[src/rtl/reg_writeback_unit.sv]
// Register-file write side: in-order result FIFO that drains one entry per cycle into the RF write port.
// Optional WB_FORWARD_EN macro adds a combinational youngest-match lookup over pending entries.
module reg_writeback_unit #(
    parameter int unsigned DEPTH  = 4,
    parameter int unsigned REG_W  = 5,
    parameter int unsigned DATA_W = 32
) (
    input  logic                          clk,
    input  logic                          reset,
    input  logic                          res_valid,
    output logic                          res_ready,
    input  logic [REG_W-1:0]              res_reg_num,
    input  logic [DATA_W-1:0]             res_data,
    input  logic [DATA_W-1:0]             res_data_hi,
    input  logic                          res_hilo,
    input  logic                          drain_hold,
    output logic                          rf_we,
    output logic [REG_W-1:0]              rf_reg_num,
    output logic [DATA_W-1:0]             rf_data,
    output logic                          rf_lo_we,
    output logic                          rf_hi_we,
    output logic [DATA_W-1:0]             rf_hi_data,
    output logic                          state_dec,
    output logic [$clog2(DEPTH):0]        occupancy
`ifdef WB_FORWARD_EN
    ,
    input  logic [REG_W-1:0]              fwd_reg_num,
    output logic                          fwd_hit,
    output logic [DATA_W-1:0]             fwd_data
`endif
);

    localparam int unsigned PTR_W = $clog2(DEPTH);
    localparam int unsigned CNT_W = PTR_W + 1;

    localparam logic [REG_W-1:0] REG_ZERO = REG_W'(0);
    localparam logic [REG_W-1:0] REG_LO   = REG_W'(30);
    localparam logic [REG_W-1:0] REG_HI   = REG_W'(31);
    localparam logic [CNT_W-1:0] CNT_FULL = CNT_W'(DEPTH);
    localparam logic [CNT_W-1:0] CNT_ZERO = CNT_W'(0);

    // Entry storage; no reset needed, validity is tracked by the pointers
    logic [REG_W-1:0]  reg_mem  [DEPTH];
    logic [DATA_W-1:0] data_mem [DEPTH];
    logic [DATA_W-1:0] hi_mem   [DEPTH];
    logic              hilo_mem [DEPTH];

    logic [PTR_W-1:0]  wr_ptr_q, wr_ptr_d;
    logic [PTR_W-1:0]  rd_ptr_q, rd_ptr_d;
    logic [CNT_W-1:0]  count_q,  count_d;
    logic              ready_q,  ready_d;

    logic              rf_we_q,      rf_we_d;
    logic              rf_lo_we_q,   rf_lo_we_d;
    logic              rf_hi_we_q,   rf_hi_we_d;
    logic              state_dec_q,  state_dec_d;
    logic [REG_W-1:0]  rf_reg_num_q, rf_reg_num_d;
    logic [DATA_W-1:0] rf_data_q,    rf_data_d;
    logic [DATA_W-1:0] rf_hi_data_q, rf_hi_data_d;

    logic              push_c;
    logic              pop_c;
    logic [REG_W-1:0]  head_reg_c;
    logic [DATA_W-1:0] head_data_c;
    logic [DATA_W-1:0] head_hi_c;
    logic              head_hilo_c;

    // Ready is registered from the next count, so it never admits a push into a full FIFO
    assign push_c = res_valid && ready_q;
    assign pop_c  = (count_q != CNT_ZERO) && !drain_hold;

    assign head_reg_c  = reg_mem[rd_ptr_q];
    assign head_data_c = data_mem[rd_ptr_q];
    assign head_hi_c   = hi_mem[rd_ptr_q];
    assign head_hilo_c = hilo_mem[rd_ptr_q];

    always_ff @(posedge clk) begin
        if (push_c) begin
            reg_mem[wr_ptr_q]  <= res_reg_num;
            data_mem[wr_ptr_q] <= res_data;
            hi_mem[wr_ptr_q]   <= res_data_hi;
            hilo_mem[wr_ptr_q] <= res_hilo;
        end
    end

    // Pointer and occupancy bookkeeping
    always_comb begin
        wr_ptr_d = wr_ptr_q;
        rd_ptr_d = rd_ptr_q;
        count_d  = count_q;
        if (push_c) begin
            wr_ptr_d = wr_ptr_q + PTR_W'(1);
        end
        if (pop_c) begin
            rd_ptr_d = rd_ptr_q + PTR_W'(1);
        end
        case ({push_c, pop_c})
            2'b10:   count_d = count_q + CNT_W'(1);
            2'b01:   count_d = count_q - CNT_W'(1);
            default: count_d = count_q;
        endcase
        ready_d = (count_d != CNT_FULL);
    end

    // Head decode into one-cycle write strobes; address/data hold when idle
    always_comb begin
        rf_we_d      = 1'b0;
        rf_lo_we_d   = 1'b0;
        rf_hi_we_d   = 1'b0;
        state_dec_d  = 1'b0;
        rf_reg_num_d = rf_reg_num_q;
        rf_data_d    = rf_data_q;
        rf_hi_data_d = rf_hi_data_q;
        if (pop_c) begin
            rf_reg_num_d = head_reg_c;
            if (head_hilo_c) begin
                rf_lo_we_d   = 1'b1;
                rf_hi_we_d   = 1'b1;
                rf_data_d    = head_data_c;
                rf_hi_data_d = head_hi_c;
            end else if (head_reg_c == REG_ZERO) begin
                rf_we_d = 1'b0;
            end else if (head_reg_c == REG_LO) begin
                rf_lo_we_d = 1'b1;
                rf_data_d  = head_data_c;
            end else if (head_reg_c == REG_HI) begin
                rf_hi_we_d   = 1'b1;
                rf_hi_data_d = head_data_c;
            end else begin
                rf_we_d     = 1'b1;
                state_dec_d = 1'b1;
                rf_data_d   = head_data_c;
            end
        end
    end

    always_ff @(posedge clk) begin
        if (reset) begin
            wr_ptr_q     <= '0;
            rd_ptr_q     <= '0;
            count_q      <= '0;
            ready_q      <= 1'b1;
            rf_we_q      <= 1'b0;
            rf_lo_we_q   <= 1'b0;
            rf_hi_we_q   <= 1'b0;
            state_dec_q  <= 1'b0;
            rf_reg_num_q <= '0;
            rf_data_q    <= '0;
            rf_hi_data_q <= '0;
        end else begin
            wr_ptr_q     <= wr_ptr_d;
            rd_ptr_q     <= rd_ptr_d;
            count_q      <= count_d;
            ready_q      <= ready_d;
            rf_we_q      <= rf_we_d;
            rf_lo_we_q   <= rf_lo_we_d;
            rf_hi_we_q   <= rf_hi_we_d;
            state_dec_q  <= state_dec_d;
            rf_reg_num_q <= rf_reg_num_d;
            rf_data_q    <= rf_data_d;
            rf_hi_data_q <= rf_hi_data_d;
        end
    end

    assign res_ready  = ready_q;
    assign occupancy  = count_q;
    assign rf_we      = rf_we_q;
    assign rf_lo_we   = rf_lo_we_q;
    assign rf_hi_we   = rf_hi_we_q;
    assign state_dec  = state_dec_q;
    assign rf_reg_num = rf_reg_num_q;
    assign rf_data    = rf_data_q;
    assign rf_hi_data = rf_hi_data_q;

`ifdef WB_FORWARD_EN
    // Walk oldest to youngest so the last match is the youngest pending write
    always_comb begin
        logic [PTR_W-1:0] idx;
        logic             fwd_ok;
        fwd_hit  = 1'b0;
        fwd_data = '0;
        idx      = '0;
        fwd_ok   = (fwd_reg_num != REG_ZERO) && (fwd_reg_num != REG_LO) &&
                   (fwd_reg_num != REG_HI);
        for (int unsigned i = 0; i < DEPTH; i++) begin
            idx = rd_ptr_q + PTR_W'(i);
            if (fwd_ok && (CNT_W'(i) < count_q) && !hilo_mem[idx] &&
                (reg_mem[idx] == fwd_reg_num)) begin
                fwd_hit  = 1'b1;
                fwd_data = data_mem[idx];
            end
        end
    end
`endif

endmodule
[config.mk]
export PLATFORM = sky130hd
export DESIGN_NAME = reg_writeback_unit
export DESIGN_NICKNAME = d
export VERILOG_FILES = /design/src/rtl/reg_writeback_unit.sv
export SDC_FILE = /design/constraint.sdc
export NUM_CORES = 1
export LEC_CHECK = 0
export BUFFER_PORTS_ARGS = -buffer_cell sky130_fd_sc_hd__clkbuf_2
export CAP_MARGIN = 10
export CORE_MARGIN = 4
export CORE_UTILIZATION = 34
export DETAILED_ROUTE_END_ITERATION = 10
export SETUP_SLACK_MARGIN = 0.02
export SYNTH_ARGS = -nofsm -noshare
export SYNTH_HDL_FRONTEND = slang
export SYNTH_SLANG_ARGS = --single-unit
[constraint.sdc]
create_clock -name clk -period 6.5 [get_ports clk]
set_input_delay 1.3 -clock clk [delete_from_list [all_inputs] [get_ports clk]]
set_output_delay 1.3 -clock clk [all_outputs]
set_load 0.02 [all_outputs]
==> results.yml <==
setup_path:
  crit_slowest_cell: "dfxtp_4"
  cp-start-kind: "flop"
  cp.required_ns: 6.85
  slowest_delay_ns: 0.93
  crit_buf_inv: 0
  critPathCaptureType: "flop"
  crit_path_max_fanout: 42
  worstPathArrival_ns: 4.13
  path_cells: "mux4_2, nand4_1, o21bai_4, and2_2, a211oi_1"
  r2r_setup_slack_ns: 2.72
  worst_r2r_path_depth: 5
  crit_type: "reg -> reg"
  reg2reg_to: "rf_hi_data[12]"
  crit_family: "simple AND/OR/NAND/NOR gates"
timing:
  finalClockSkew_ns: 0.0150
  worst_slew_pin_slew_ns: 1.07
  max_freq_mhz: 264
  setup_viol: 0
  finalHoldViolations: 0
  fin_setup_tns_ns: 0
  fin_crit_sh: 0.582
  slew_viol_final: 0
  finalCriticalPeriod_ns: 3.78
  grt_setup_unrepaired: "no"
  relSlewSlack: 0.286
power:
  clock_power_share: 0.296
  power.internal_uw: 4820
  pwr-share-comb: 0.258
  p_sw_uw: 2100
  peakVddDrop_mv: 0.182
  power_uw: 6920
  leakage_uw: 0.00544
  power.density_mw_per_mm2: 430
  p_seq_frac: 0.446
  swShare: 0.303
floorplanning:
  start_util: 0.343
  num_io_pins: 151
  die_area_mm2: 0.0434
  dieWidth_um: 208
  fp.dieH_um: 208
  placementRows: 73
  coreArea_mm2: 0.0397
grt:
  grt.overflow.total: 0
  antenna_found_initial: 3
  grt_pass1_vias: 7429
  grt_max_degree: 82
  track_usage: 0.139
  grt_pass1_wl_um: 46800
route:
  first_pass_iters: 4
  top_layer: "met5"
  wl_met3_um: 2090
  viasPerCell: 4.89
  wl_per_cell_um: 21.2
  drt-initial-drc-count: 418
  met2WireLength_um: 14500
  ant_nets: 0
  wl_met1_um: 13500
  wirelength_um: 30700
  vias: 7079
  drc: 0
clocking:
  cts_made_buffers: 39
  cts-root-buf: "clkbuf_16"
  cts_setup_buffers: 0
  tritoncts: "done"
  h-tree-depth: 2
  cts_resized: 0
  cts_hold_buffers: 0
  cts_buffer_depth: 3
  clock_latency_ns: 0.52
  cts.sinks: 362
  path_clk_slew_ns: 0.06
logic_synthesis:
  ys_seq_area_frac: 0.737
  synthesis.nets: 827
  avgSynthCellArea_um2: 18.3
  synth_seq_cells: 362
  netlist_area_mm2: 0.0136
  ys_types: 35
  ys_warn_count: 0
  syn_inst: 747
layout:
  layout.cells.non_filler: 1447
  area_growth_pct: 17.9
  layout_commonest_cell: "edfxtp_1"
  diodes: 0
  nNetsFinal: 973
  final_cell_mix: "edfxtp_1, clkbuf_2, dfxtp_1"
  drive_gt1_frac: 0.351
placed_design:
  port_buffers: 150
  gp_congestion: 0.686
  dp_hpwl_um: 18100
  placed_cells: 1377
flow_run:
  drv_cap: 0
worst_hold_path:
  hp-start: "rf_reg_num[2]"
  whs_path_depth: 2
  hold_path_end: "rf_reg_num[2]"
  hp-class: "reg -> reg"
run_status:
  status: "completed"
worst min-delay path, delay by kind of cell, from the launching register on:
kind | cells | cell delay [ns]
AO/OA/AOI/OAI | 1 | 0.05
AND/OR/NAND/NOR | 1 | 0.05
flip-flops | 1 | 0.31
per-layer routing:
metal | vias to the layer above | GRT usage
li1 | 3285 | -
met1 | 3582 | 0.183
met2 | 151 | 0.224
met3 | 57 | 0.0469
met4 | 4 | 0.0365
met5 | - | 0
state kept, by name, indices dropped and copies added, names as in the netlist, named ones only:
register    count
res_ready       1
rf_hi_data     32
hilo_mem        4
state_dec       1
rf_data        32
hi_mem        128
rf_lo_we        1
rf_hi_we        1
data_mem      128
rd_ptr_q        2
reg_mem        20
occupancy       3
wr_ptr_q        2
rf_reg_num      5
cell usage after synthesis:
| master | n | area share |
|---|---|---|
| and3_1 | 4 | 0.0018 |
| nor2_1 | 9 | 0.0025 |
| buf_1 | 3 | 0.00083 |
| clkbuf_1 | 34 | 0.0094 |
| dfxtp_1 | 82 | 0.12 |
| xor2_1 | 3 | 0.0019 |
| nor3_1 | 5 | 0.0018 |
| mux4_2 | 70 | 0.12 |
| nand3_1 | 1 | 0.00037 |
| or3_1 | 1 | 0.00046 |
| o21ai_0 | 26 | 0.0095 |
| a21oi_1 | 70 | 0.026 |
| nor3b_1 | 1 | 0.00055 |
| or2_2 | 1 | 0.00046 |
| xnor2_1 | 3 | 0.0019 |
| mux2i_1 | 33 | 0.024 |
| nand2_1 | 13 | 0.0036 |
| edfxtp_1 | 280 | 0.62 |
| o31ai_4 | 1 | 0.0016 |
| nor2b_1 | 2 | 0.00092 |
| buf_6 | 5 | 0.0041 |
| and2_1 | 1 | 0.00046 |
| o21bai_1 | 1 | 0.00055 |
| buf_2 | 9 | 0.0033 |
| o211a_1 | 1 | 0.00073 |
| a211oi_1 | 32 | 0.018 |
| or4_4 | 1 | 0.00083 |
| fa_1 | 1 | 0.0015 |
| ha_1 | 5 | 0.0046 |
| nand4_1 | 1 | 0.00046 |
| clkbuf_2 | 2 | 0.00073 |
| inv_1 | 7 | 0.0019 |
| o21ai_1 | 6 | 0.0022 |
| buf_4 | 1 | 0.00055 |
| or3b_2 | 32 | 0.021 |
power groups by stage:
stage | registers, µW | clock network (µW) | logic, µW
finish | 3090 | 2050 | 1780
global route | 3140 | 2200 | 1950
CTS | 3110 | 2110 | 1830
detailed placement | 3150 | 0 | 1820
global placement | 3140 | 0 | 1810
floorplan | 3190 | 0 | 1210
layout make-up:
| type | instances | area, µm² |
|---|---|---|
| Clock buffer | 60 | 1100 |
| Clock inverter | 10 | 77.6 |
| Fill cell | 3627 | 23700 |
| Inverter | 7 | 26.3 |
| Multi-Input combinational cell | 324 | 3340 |
| Sequential cell | 362 | 10100 |
| Tap cell | 525 | 657 |
| Timing Repair Buffer | 159 | 821 |
metrics by stage:
| step | area (µm²) | hold slack (ns) | util | setup WS [ns] |
|---|---|---|---|---|
| 6_report | 16100 | 0.454 | 0.405 | 2.72 |
| 3_5_place_dp | 14900 | 0.447 | 0.375 | 2.44 |
| 2_1_floorplan | 13600 | 0.469 | - | 2.85 |
| 3_3_place_gp | 14900 | 0.448 | 0.375 | 2.47 |
| 5_1_grt | 16100 | 0.479 | 0.405 | 2.40 |
| 4_1_cts | 16100 | 0.455 | 0.405 | 2.59 |
worst max path at each step:
stage,from,endpoint,slack (ns),cells past startpoint
global route,flop,rf_hi_data[12],2.40,5
finish,flop,rf_hi_data[12],2.72,5
floorplan,drain_hold,res_ready,2.85,11
CTS,flop,rf_hi_data[19],2.59,5
detailed placement,drain_hold,res_ready,2.44,10
global placement,drain_hold,res_ready,2.47,10
cells by family after synthesis:
group | synth area share
muxes | 0.140
adders and majority gates | 0.00605
AOI/OAI and AO/OA | 0.0579
buffers and inverters | 0.0208
and+or+nand+nor | 0.0348
xor gates and xnor gates | 0.00385
DFF | 0.737
No activity file was read; power rests on OpenSTA's default activity.
